<file path="src/rtl/orb_serializer.sv">
// Orbit-word serializer: reads the packer's buffer RAM sequentially and shifts each word out
// MSB-first at CLK_DIV clocks per bit. Optional feature macro: ORB_PARITY_EN (odd parity in bit 0).
module orb_serializer #(
  parameter int unsigned ADDR_W  = 11,
  parameter int unsigned CLK_DIV = 8,
  parameter int unsigned WORD_W  = 12
) (
  input  logic              clk,
  input  logic              rst,
  input  logic              en,
  input  logic [WORD_W-1:0] rdData,
  output logic [ADDR_W-1:0] rdAddr,
  output logic              rdEn,
  output logic              orbBit,
  output logic              bitStb,
  output logic              wordStb,
  output logic              frameStb,
  output logic              req,
  output logic              busy
);

  localparam int unsigned DivW = (CLK_DIV > 1) ? $clog2(CLK_DIV) : 1;
  localparam int unsigned IdxW = $clog2(WORD_W);
  localparam logic [DivW-1:0] DivLast = DivW'(CLK_DIV - 1);
  localparam logic [IdxW-1:0] BitLast = IdxW'(WORD_W - 1);

  typedef enum logic [1:0] {StIdle, StPrefetch, StRun} state_e;

  state_e              state_q, state_d;
  logic                en_meta_q, en_s_q;
  logic [ADDR_W-1:0]   cur_addr_q, rd_addr_q;
  logic                rd_en_q;
  logic [WORD_W-1:0]   hold_q, shift_q;
  logic [IdxW-1:0]     bit_idx_q;
  logic [DivW-1:0]     cnt_div_q;
  logic [1:0]          pf_q;
  logic                word_end;

  // The marker overwrites the MSB, so the RAM word's own MSB is never transmitted.
  logic unused_rd_msb;
  assign unused_rd_msb = rdData[WORD_W-1];

  function automatic logic [WORD_W-1:0] mark(input logic [WORD_W-1:0] w,
                                             input logic [ADDR_W-1:0] a);
    logic [WORD_W-1:0] m;
    m = {(a == '0), w[WORD_W-2:0]};
`ifdef ORB_PARITY_EN
    m[0] = ~^m[WORD_W-1:1];
`endif
    return m;
  endfunction

  assign word_end = (cnt_div_q == DivLast) && (bit_idx_q == BitLast);

  always_ff @(posedge clk or negedge rst) begin
    if (!rst) begin
      en_meta_q <= 1'b0;
      en_s_q    <= 1'b0;
    end else begin
      en_meta_q <= en;
      en_s_q    <= en_meta_q;
    end
  end

  always_ff @(posedge clk or negedge rst) begin
    if (!rst) state_q <= StIdle;
    else      state_q <= state_d;
  end

  always_comb begin
    state_d = state_q;
    unique case (state_q)
      StIdle:     if (en_s_q) state_d = StPrefetch;
      StPrefetch: if (pf_q == 2'd2) state_d = StRun;
      StRun:      if (word_end && !en_s_q) state_d = StIdle;
      default:    state_d = StIdle;
    endcase
  end

  always_ff @(posedge clk or negedge rst) begin
    if (!rst) begin
      cur_addr_q <= '0;
      rd_addr_q  <= '0;
      rd_en_q    <= 1'b0;
      hold_q     <= '0;
      shift_q    <= '0;
      bit_idx_q  <= '0;
      cnt_div_q  <= '0;
      pf_q       <= '0;
    end else begin
      unique case (state_q)
        StIdle: begin
          cur_addr_q <= '0;
          shift_q    <= '0;
          bit_idx_q  <= '0;
          cnt_div_q  <= '0;
          pf_q       <= '0;
          if (en_s_q) begin
            rd_addr_q <= '0;
            rd_en_q   <= 1'b1;
          end
        end
        StPrefetch: begin
          pf_q <= pf_q + 2'd1;
          if (pf_q == 2'd0) rd_en_q <= 1'b0;
          if (pf_q == 2'd1) hold_q <= rdData;
          if (pf_q == 2'd2) begin
            shift_q   <= mark(hold_q, '0);
            bit_idx_q <= '0;
            cnt_div_q <= '0;
            pf_q      <= '0;
            rd_addr_q <= ADDR_W'(1);
            rd_en_q   <= 1'b1;
          end
        end
        StRun: begin
          cnt_div_q <= (cnt_div_q == DivLast) ? '0 : cnt_div_q + DivW'(1);
          // Next word's read is presented on this word's first clk; data lands one clk later.
          if (cnt_div_q == '0 && bit_idx_q == '0) rd_en_q <= 1'b0;
          if (cnt_div_q == DivW'(1) && bit_idx_q == '0) hold_q <= rdData;
          if (cnt_div_q == DivLast) begin
            if (bit_idx_q != BitLast) begin
              shift_q   <= {shift_q[WORD_W-2:0], 1'b0};
              bit_idx_q <= bit_idx_q + IdxW'(1);
            end else if (en_s_q) begin
              cur_addr_q <= cur_addr_q + ADDR_W'(1);
              shift_q    <= mark(hold_q, cur_addr_q + ADDR_W'(1));
              bit_idx_q  <= '0;
              rd_addr_q  <= cur_addr_q + ADDR_W'(2);
              rd_en_q    <= 1'b1;
            end else begin
              cur_addr_q <= '0;
              shift_q    <= '0;
              bit_idx_q  <= '0;
              cnt_div_q  <= '0;
            end
          end
        end
        default: ;
      endcase
    end
  end

  assign rdAddr = rd_addr_q;
  assign rdEn   = rd_en_q;

  always_comb begin
    orbBit   = 1'b0;
    bitStb   = 1'b0;
    wordStb  = 1'b0;
    frameStb = 1'b0;
    req      = 1'b0;
    busy     = (state_q != StIdle);
    if (state_q == StRun) begin
      orbBit   = shift_q[WORD_W-1];
      bitStb   = (cnt_div_q == '0);
      wordStb  = bitStb && (bit_idx_q == '0);
      frameStb = wordStb && (cur_addr_q == '0);
      req      = wordStb && (cur_addr_q[4:0] == 5'd0);
    end
  end

endmodule

</file>
<file path="config.mk">
export PLATFORM = sky130hd
export DESIGN_NAME = orb_serializer
export DESIGN_NICKNAME = d
export VERILOG_FILES = /design/src/rtl/orb_serializer.sv
export SDC_FILE = /design/constraint.sdc
export NUM_CORES = 1
export LEC_CHECK = 0
export ABC_AREA = 1
export CAP_MARGIN = 20
export CORE_MARGIN = 2
export CORE_UTILIZATION = 60
export CTS_CLUSTER_DIAMETER = 50
export DETAILED_ROUTE_END_ITERATION = 10
export GPL_ROUTABILITY_DRIVEN = 0
export GPL_TIMING_DRIVEN = 0
export HOLD_SLACK_MARGIN = 0.05
export PLACE_DENSITY_LB_ADDON = 0.12
export RECOVER_POWER = 50
export SYNTH_ARGS = -nofsm -noshare
export SYNTH_HDL_FRONTEND = slang
export SYNTH_SLANG_ARGS = --single-unit
</file>
<file path="constraint.sdc">
create_clock -name clk -period 3.8 [get_ports clk]
set_clock_uncertainty 0.1 [all_clocks]
set_input_delay 0.95 -clock clk [delete_from_list [all_inputs] [get_ports clk]]
set_output_delay 0.95 -clock clk [all_outputs]
set_load 0.1 [all_outputs]
</file>
* After elaboration in Yosys (flattened, before gate mapping) *
Index checks and enable logic that the tools add are counted.

word-level totals
  flip-flop bits (word level) = 59
  bits in latches = 0
  bits in writable memories = 0
  bits in read-only memories = 0
  input bits = 15
  output and inout port bits = 18
  logic and storage cells = 106
  memories kept = 0

cells by class
  add/subtract/negate cells = 5
  $mul = 0
  divide/modulo/power cells = 0
  $lt $le $gt $ge = 0
  equal/unequal tests = 17
  shift-type cells = 0
  muxes and demuxes = 47
  bitwise operators = 0
  reductions and logical operators = 26

operator list
  operator               number
  $mux 11                10
  $mux 12                4
  $pmux 11 s2            2
  $pmux 12 s3            1
  $pmux 11 s3            1
  $logic_not 11->1       2
  $ne 2x2->1 const B     8
  $mux 3                 5
  $reduce_and 3->1       5
  $mux 1                 12
  $mux 4                 3
  $pmux 4 s3             1
  $add 11x1->11 const B  1
  $add 11x2->11 const B  1
  $pmux 3 s3             1
  $mux 2                 4
  $reduce_bool 2->1      4
  $logic_and 1x1->1      6
  $pmux 2 s3             1
  $reduce_and 6->1       1
  $logic_not 5->1        1
  $add 4x1->4 const B    1
  $eq 2x1->1 const B     2
  $eq 2x2->1 const B     2
  other kinds (15)       16

* Depth between registers and ports, before layout *
Gate-level depths: netlist (run 1).

  word-level depth = 7
  gate-level depth with buffers = 13

* Worst setup path before layout (run 1) *
No wires, ideal clock.

  path type = reg-to-output
  start = register cnt_div_q[0]
  end = output frameStb
  arrival time = 3.984 ns
  required time = 2.750 ns
  slack = -1.234 ns
  stages on the path, launching flop included = 8
  path through = dfrtp_1 inv_1 ha_1 inv_1 nor3_1 inv_1 nor3_1 and3_1

on the way
  longest elaborated chain between the ends = 4

ends and longest elaborated chain
  item                    line  source
  start, declared         35    logic [DivW-1:0] cnt_div_q;
  start signal, assigned  117   cnt_div_q <= (cnt_div_q == DivLast) ? '0 : cnt_div_q + DivW'(1);
  $logic_not 3->1         156   bitStb = (cnt_div_q == '0);
  $logic_and 1x1->1       157   wordStb = bitStb && (bit_idx_q == '0);
  $logic_and 1x1->1       158   frameStb = wordStb && (cur_addr_q == '0);
  $mux 1                  154   if (state_q == StRun) begin
  end, declared           17    output logic frameStb,

Every way passes these cells.

* Worst setup path after layout (run 1) *
  start = register cnt_div_q[0]
  end = output wordStb

on the way
  longest elaborated chain between the ends = 3

ends and longest elaborated chain
  item               line  source
  $logic_not 3->1    156
  $logic_and 1x1->1  157
  $mux 1             154
  end, declared      16    output logic wordStb,

Every way passes these cells.

==> results of run 1 <==
[metrics by stage]
step / util (%) / setup slack, ns / instance area [um2] / cells / hold WS, ns
global placement: 69.6 / -0.151 / 3530 / 447 / 0.234
finish: 73.1 / 0.162 / 3710 / 463 / 0.261
CTS: 73.8 / 0.0417 / 3740 / 463 / 0.267
detailed placement: 69.8 / 0.281 / 3540 / 448 / 0.246
floorplan: - / 0.157 / 3130 / 346 / 0.231
global route: 73.1 / 0.00922 / 3710 / 463 / 0.267
[power by group]
| group | internal, uW | switching, uW |
|---|---|---|
| Clock | 333 | 248 |
| Sequential | 792 | 95.7 |
| Combinational | 399 | 848 |
| Total | 1520 | 1190 |
[routing by layer]
metal	GRT usage, %	vias up	part of all wire, %
met2	41.0	82	49
met3	5.33	10	6.2
met5	0	-	0
li1	-	1247	-
met1	33.7	1246	44
met4	8.18	0	1.1
[state kept, by name, summed over array words and instances (netlist names)]
| signal | flops |
|---|---|
| bit_idx_q | 4 |
| cnt_div_q | 3 |
| cur_addr_q | 11 |
| en_meta_q | 1 |
| en_s_q | 1 |
| hold_q | 11 |
| pf_q | 2 |
| rdAddr | 11 |
| rdEn | 1 |
| shift_q | 12 |
| state_q | 2 |
[kinds of logic (layout without fill, tap and decap cells)]
kind of cell             Yosys count  count (layout)  synth area share (%)
AND/OR/NAND/NOR                  140             140                  21.2
AO/OA/AOI/OAI                     63              63                  12.7
flip-flops                        59              59                  47.4
buffers and inverters             51              98                  6.79
adder cells (fa/ha/maj)           14              14                  5.62
multiplexers                      11              11                  3.98
XOR/XNOR                           8               8                  2.25
[worst paths after layout]
kind / startpoint / to / slack [ns]
min: en_meta_q$_DFF_PN0_ / en_s_q$_DFF_PN0_ / 0.26
max: cnt_div_q[0]$_DFFE_PN0P_ / wordStb / 0.16
min in group asynchronous: rst / rdAddr[5]$_DFFE_PN0P_ / 0.77
min reg2reg: en_meta_q$_DFF_PN0_ / en_s_q$_DFF_PN0_ / 0.26
max reg2reg: state_q[1]$_DFFE_PN0P_ / rdAddr[1]$_DFFE_PN0P_ / 1.22
max in group asynchronous: rst / cnt_div_q[0]$_DFFE_PN0P_ / 0.70
[what timing repair did]
item	in CTS	in global routing
resized for setup	1	1
endpoints found under the hold margin	0	0
setup buffers	0	0
endpoints found under the setup margin	1	1
[layout make-up]
class                           count  area [um2]  share of cell area (%)
Multi-Input combinational cell    236        1420                    38.2
Sequential cell                    59        1480                    39.8
Clock buffer                       11         151                    4.08
Tap cell                           70        87.6                    2.36
Clock inverter                      4        50.0                    1.35
Buffer                              8        50.0                    1.35
Inverter                           43         161                    4.35
Timing Repair Buffer               32         318                    8.56
[cells in the final DEF, fill, tap and decap left out, types with 2 or more instances in the layout]
cell type        Yosys  layout
clkdlybuf4s50_1      0      27
a21oi_1              2       2
ha_1                14      14
dlymetal6s2s_1       0       2
xor2_1               7       7
o21ai_1              9       9
mux2_2              11      11
buf_2                4       4
dfrtp_1             59      59
nand2_2              2       2
clkbuf_1             1       2
inv_1               38      40
o21ai_0             22      23
nand4_1              5       5
inv_2                5       3
buf_4                2       2
nand2_1             73      73
clkbuf_8             0      11
nand3_1             23      23
o31ai_1              2       2
clkinvlp_4           0       2
nor3_2               1       2
nor2_1              21      22
a22oi_1             11      11
nor3_1               5       3
o22ai_1             10      10
==> impl_results.md, run 1 <==
* Post-synth cell types at 40
* CP max-delay cell: clkdlybuf4s50_1
* Hold Vio Cnt, Final at 0
* Die ar. at approximately 5800 um2
* Avg WL per Cell at 14.4 um
* Drt pass-1 iters at 4
* Max FO, Critical Path at 4
* Vias in the first global route at around 2500
* CTS sink count at 59
* Final Critical Period at around 3.6 ns
* RSZ-0062 raised after global routing: false
* Hpwl dp at 4.73 mm
* Hold/Removal Path Class: reg2reg
* Status: finished with violations
* Drt drc at 0
* Power Total at 2720 uW
* DIE WIDTH at 76.1 um
* Total track usage at approximately 25%
* Slowest stage delay, CP at ~1.1 ns
* Initial core utilization at between 60% and 70%
* TritonCTS clock tree: built
* Largest area contributor in the netlist: dfrtp_1
* Clock buffer depth at 2
* Worst r2r path cells at 11
* Power Dens Cells at 732 nW/um2
* I/O pins at 33
* Top-area cell type share of the netlist area at between 40 and 50%
* Initial antenna violation count at 0
* CTS clk-pin slew, worst paths at around 0.06 ns
* Hold-fix buffers at CTS at 0
* Main synth FF type: dfrtp_1
* Antenna-violating nets left at 0
* CP Buf/Inv Count at 4
* Routed vias/inst at ~5.6
* Worst setup EP type: primary output
* First-pass GRT wire length at roughly 12 mm
* Clock Latency Late Sink at ~0.34 ns
* Post-synthesis register bit count at a little under 60
* Share of cells above drive strength 1 at 12.0%
* Worst path required time at roughly 2.8 ns
* IO Port Bufs at 31
* Root Driver: clkbuf_8
* Register area share after synthesis at a little under half
* Cell mode on critical path: inv_1
* Max Freq at approximately 0.27 GHz
* Die Ht at 76.1 um
* CTS Buf Count at 9
* Pins over their slew limit at 36
* Setup-failing EPs final at 0
* Element type at the critical path start: flop
* CP delay by family, top: buffers and inverters
* Vias at ~2600
* CP arrival at ~2.6 ns
* Mean Syn Cell Area at 9.00 um2
* Top cells by area, synth: dfrtp_1 (47%), nand2_1 (8.8%), ha_1 (5.6%)
* H-tree levels at 3
* Antenna diode count at 0
* Worst-Margin Slew at between 1.5 and 2 ns
* Hold Path Depth at 0
* Initial DRC count at around 190
* Peak VDD IR at 442 uV
* YS warnings at 0
* Tcrit/Tclk final at a little over nine tenths
* Largest net degree at the start of global routing at 36
* Post-synthesis async set-or-reset flop share at 100%
* Max_slew headroom at -5.03%
* Commonest cells post-synth: nand2_1 (73), dfrtp_1 (59), inv_1 (38)
* Synth Net Count at 375
* Synth Cell Area at around 3100 um2
* Max_cap viols at 1
* Core area at between 5000 and 6000 um2
* Setup TNS at 0 ns
* Critical path class: reg2out
* Top-count cell post-synth: nand2_1
* Failing checks: max-capacitance violations, max-slew violations
* GR Overflow Total at 0
* WL final at approximately 6.7 mm
* Fillers at roughly 420
* Cell Chain, Critical Path: inv_1 -> ha_1 -> inv_1 -> nor3_1 -> inv_1 -> nor2_1 -> clkdlybuf4s50_1
* Layout Area Growth over Synthesis at 19.1%
* Critical path depth at 7
* Synth Instances at 346
* Pleak at between 0.0015 and 0.002 uW
* # rows at 26
* Number of flops mapped to enable cells by yosys at 0
* Final nets at around 420
No activity file was read; power rests on OpenSTA's default activity.
==> inputs of run 2 (changes only) <==
Settings changed: CELL_PAD_IN_SITES_DETAIL_PLACEMENT from default to 0, CELL_PAD_IN_SITES_GLOBAL_PLACEMENT from default to 2, CORE_UTILIZATION 60 to 38, MAX_ROUTING_LAYER from default to met4.
==> run 2 against run 1 <==
Compared with the run above: the run still ends with max-capacitance violations, max-slew violations left; via count down 2.2%; critical path type unchanged; non-clock buffer count down 1; critical endpoint is now bitStb; sequential cell count unchanged; final area up 2.1%.
==> impl_results.md, run 2 (same netlist as run 1, synthesis figures left out) <==
* Reg-to-Reg Start: state_q[1]$_DFFE_PN0P_
* CTS clk-pin slew, worst paths at 0.07 ns
* Most frequent cells in the layout: nand2_1 (73), dfrtp_1 (59), inv_1 (40)
* Worst r2r path cells at 11
* # rows at 33
* Pleak at around 0.0017 uW
* Final Non-Filler Cells at 498
* Worst hold slack at ~0.27 ns
* Tcrit/Tclk final at 94.6%
* Finished Cell Area at ~3800 um2
* Largest net degree at the start of global routing at 60
* Share of cells above drive strength 1 at between 10% and 20%
* I/O pins at 33
* Final Critical Period at 3.59 ns
* Avg WL per Cell at 14.2 um
* Hpwl dp at 4.99 mm
* CTS Buf Count at 9
* Drt drc at 0
* Hold/Removal Path Class: reg2reg
* First-pass GRT wire length at 12.2 mm
* Power Dens Cells at around 760 nW/um2
* Worst path required time at 2.75 ns
* Clock Latency Late Sink at approximately 0.34 ns
* Hold Path Depth at 0
* Die ar. at 8940 um2
* Status: finished with violations
* Hold Path End: en_s_q$_DFF_PN0_
* H-tree levels at 3
* Max Freq at around 0.28 GHz
* Total track usage at 18.3%
* Critical path class: reg2out
* Element type at the critical path start: flop
* Power Total at roughly 2900 uW
* WL final at between 7 and 8 mm
* CTS sink count at 59
* Layout Area Growth over Synthesis at 21.6%
* CP arrival at 2.54 ns
* Reg with most FFs: shift_q
* DIE WIDTH at approximately 95 um
* Max FFs per register at 12
* Post-DP Area at around 3600 um2
* Hold Vio Cnt, Final at 0
* Most common cell after layout, fill and taps aside: nand2_1
* Pins over their slew limit at 60
* Critical hold path startpoint: en_meta_q$_DFF_PN0_
* TritonCTS clock tree: built
* GR Overflow Total at 0
* Reg-to-Reg End: rdAddr[1]$_DFFE_PN0P_
* Drt pass-1 iters at 4
* Routed vias/inst at just over 5
* Root Driver: clkbuf_8
* Setup-failing EPs final at 0
* Initial DRC count at between 100 and 150
* Antenna-violating nets left at 0
* Fillers at 840
* Hold-fix buffers at CTS at 0
* Vias at about 2500
* Die Ht at 94.5 um
* Peak VDD IR at between 300 and 400 uV
* Final nets at between 400 and 500
* Antenna diode count at 0
* Max_slew headroom at -1.79%
* Placed Cells at ~480
* Max_cap viols at 1
* Worst-Margin Slew at around 1.5 ns
* Flop-to-flop setup slack at about 1.1 ns
* IO Port Bufs at 31
* Core area at a little over 8000 um2
* Worst setup EP type: primary output
* Critical path origin: state_q[0]$_DFFE_PN0P_
* RSZ-0062 raised after global routing: false
* Failing checks: max-capacitance violations, max-slew violations
* Max FO, Critical Path at 6
* Clock buffer depth at 2
* Initial core utilization at slightly below 40%
* Vias in the first global route at between 2000 and 3000
* Initial antenna violation count at 0
[run 2: cell count changes in the layout (fill, tap and decap cells not counted)]
cell	previous run	this run
bufinv_16	1	3
clkbuf_2	0	2
clkinv_4	0	2
clkinvlp_4	2	0
clkbuf_1	2	1
clkbuf_8	11	10
clkdlybuf4s50_1	27	26
dlymetal6s2s_1	2	1
[run 2: metal layers]
layer | track usage, % | vias up | routed length, um
met4 | 8.09 | 0 | 159
li1 | - | 1242 | -
met2 | 28.5 | 53 | 3300
met5 | - | - | 0
met3 | 3.03 | 13 | 269
met1 | 23.5 | 1219 | 3350
[run 2: layout make-up]
class                   instances  area, um2  area share, %
flip-flops and latches         59       1480           39.0
repair buffers                 31        302           7.96
clock buffers                  10        138           3.63
multi-input cells             236       1420           37.4
plain buffers                   8       50.0           1.32
well taps                     105        131           3.47
inverters                      43        161           4.26
clock inverters                 6        113           2.97
[run 2: worst max-delay path: stages, from the launching register on]
cell and delay (ns):
dfrtp_1 0.42, inv_1 0.10, ha_1 0.16, inv_1 0.16
nor3_2 0.21, clkdlybuf4s50_1 1.15
[run 2: what timing repair did]
item	CTS	global route
cloned	0	0
gates resized for setup	2	3
setup endpoints to repair	2	2
buffers inserted	0	0
[run 2: worst max path at each step]
stage	end	slack [ns]	depth (start not counted)
after floorplan	frameStb	0.16	5
after global placement	hold_q[6]$_DFFE_PN0P_	-0.43	1
after detailed placement	frameStb	0.18	8
after CTS	wordStb	0.02	7
after global routing	bitStb	0.09	5
final	bitStb	0.21	5
[run 2: stage by stage]
stage	worst slack [ns]	utilization, %	TNS, ns
2_1_floorplan	0.157	-	0
3_3_place_gp	-0.434	44.2	-25.36
3_5_place_dp	0.177	44.1	0
4_1_cts	0.0220	47.2	0
5_1_grt	0.0918	46.8	0
6_report	0.205	46.8	0
[run 2: where the power goes]
| part | leakage (uW) | switching [uW] | internal [uW] |
|---|---|---|---|
| Combinational | 0.000803 | 861 | 393 |
| Clock | 0.000126 | 267 | 454 |
| Sequential | 0.000781 | 95.8 | 792 |
| Total | 0.00171 | 1220 | 1640 |
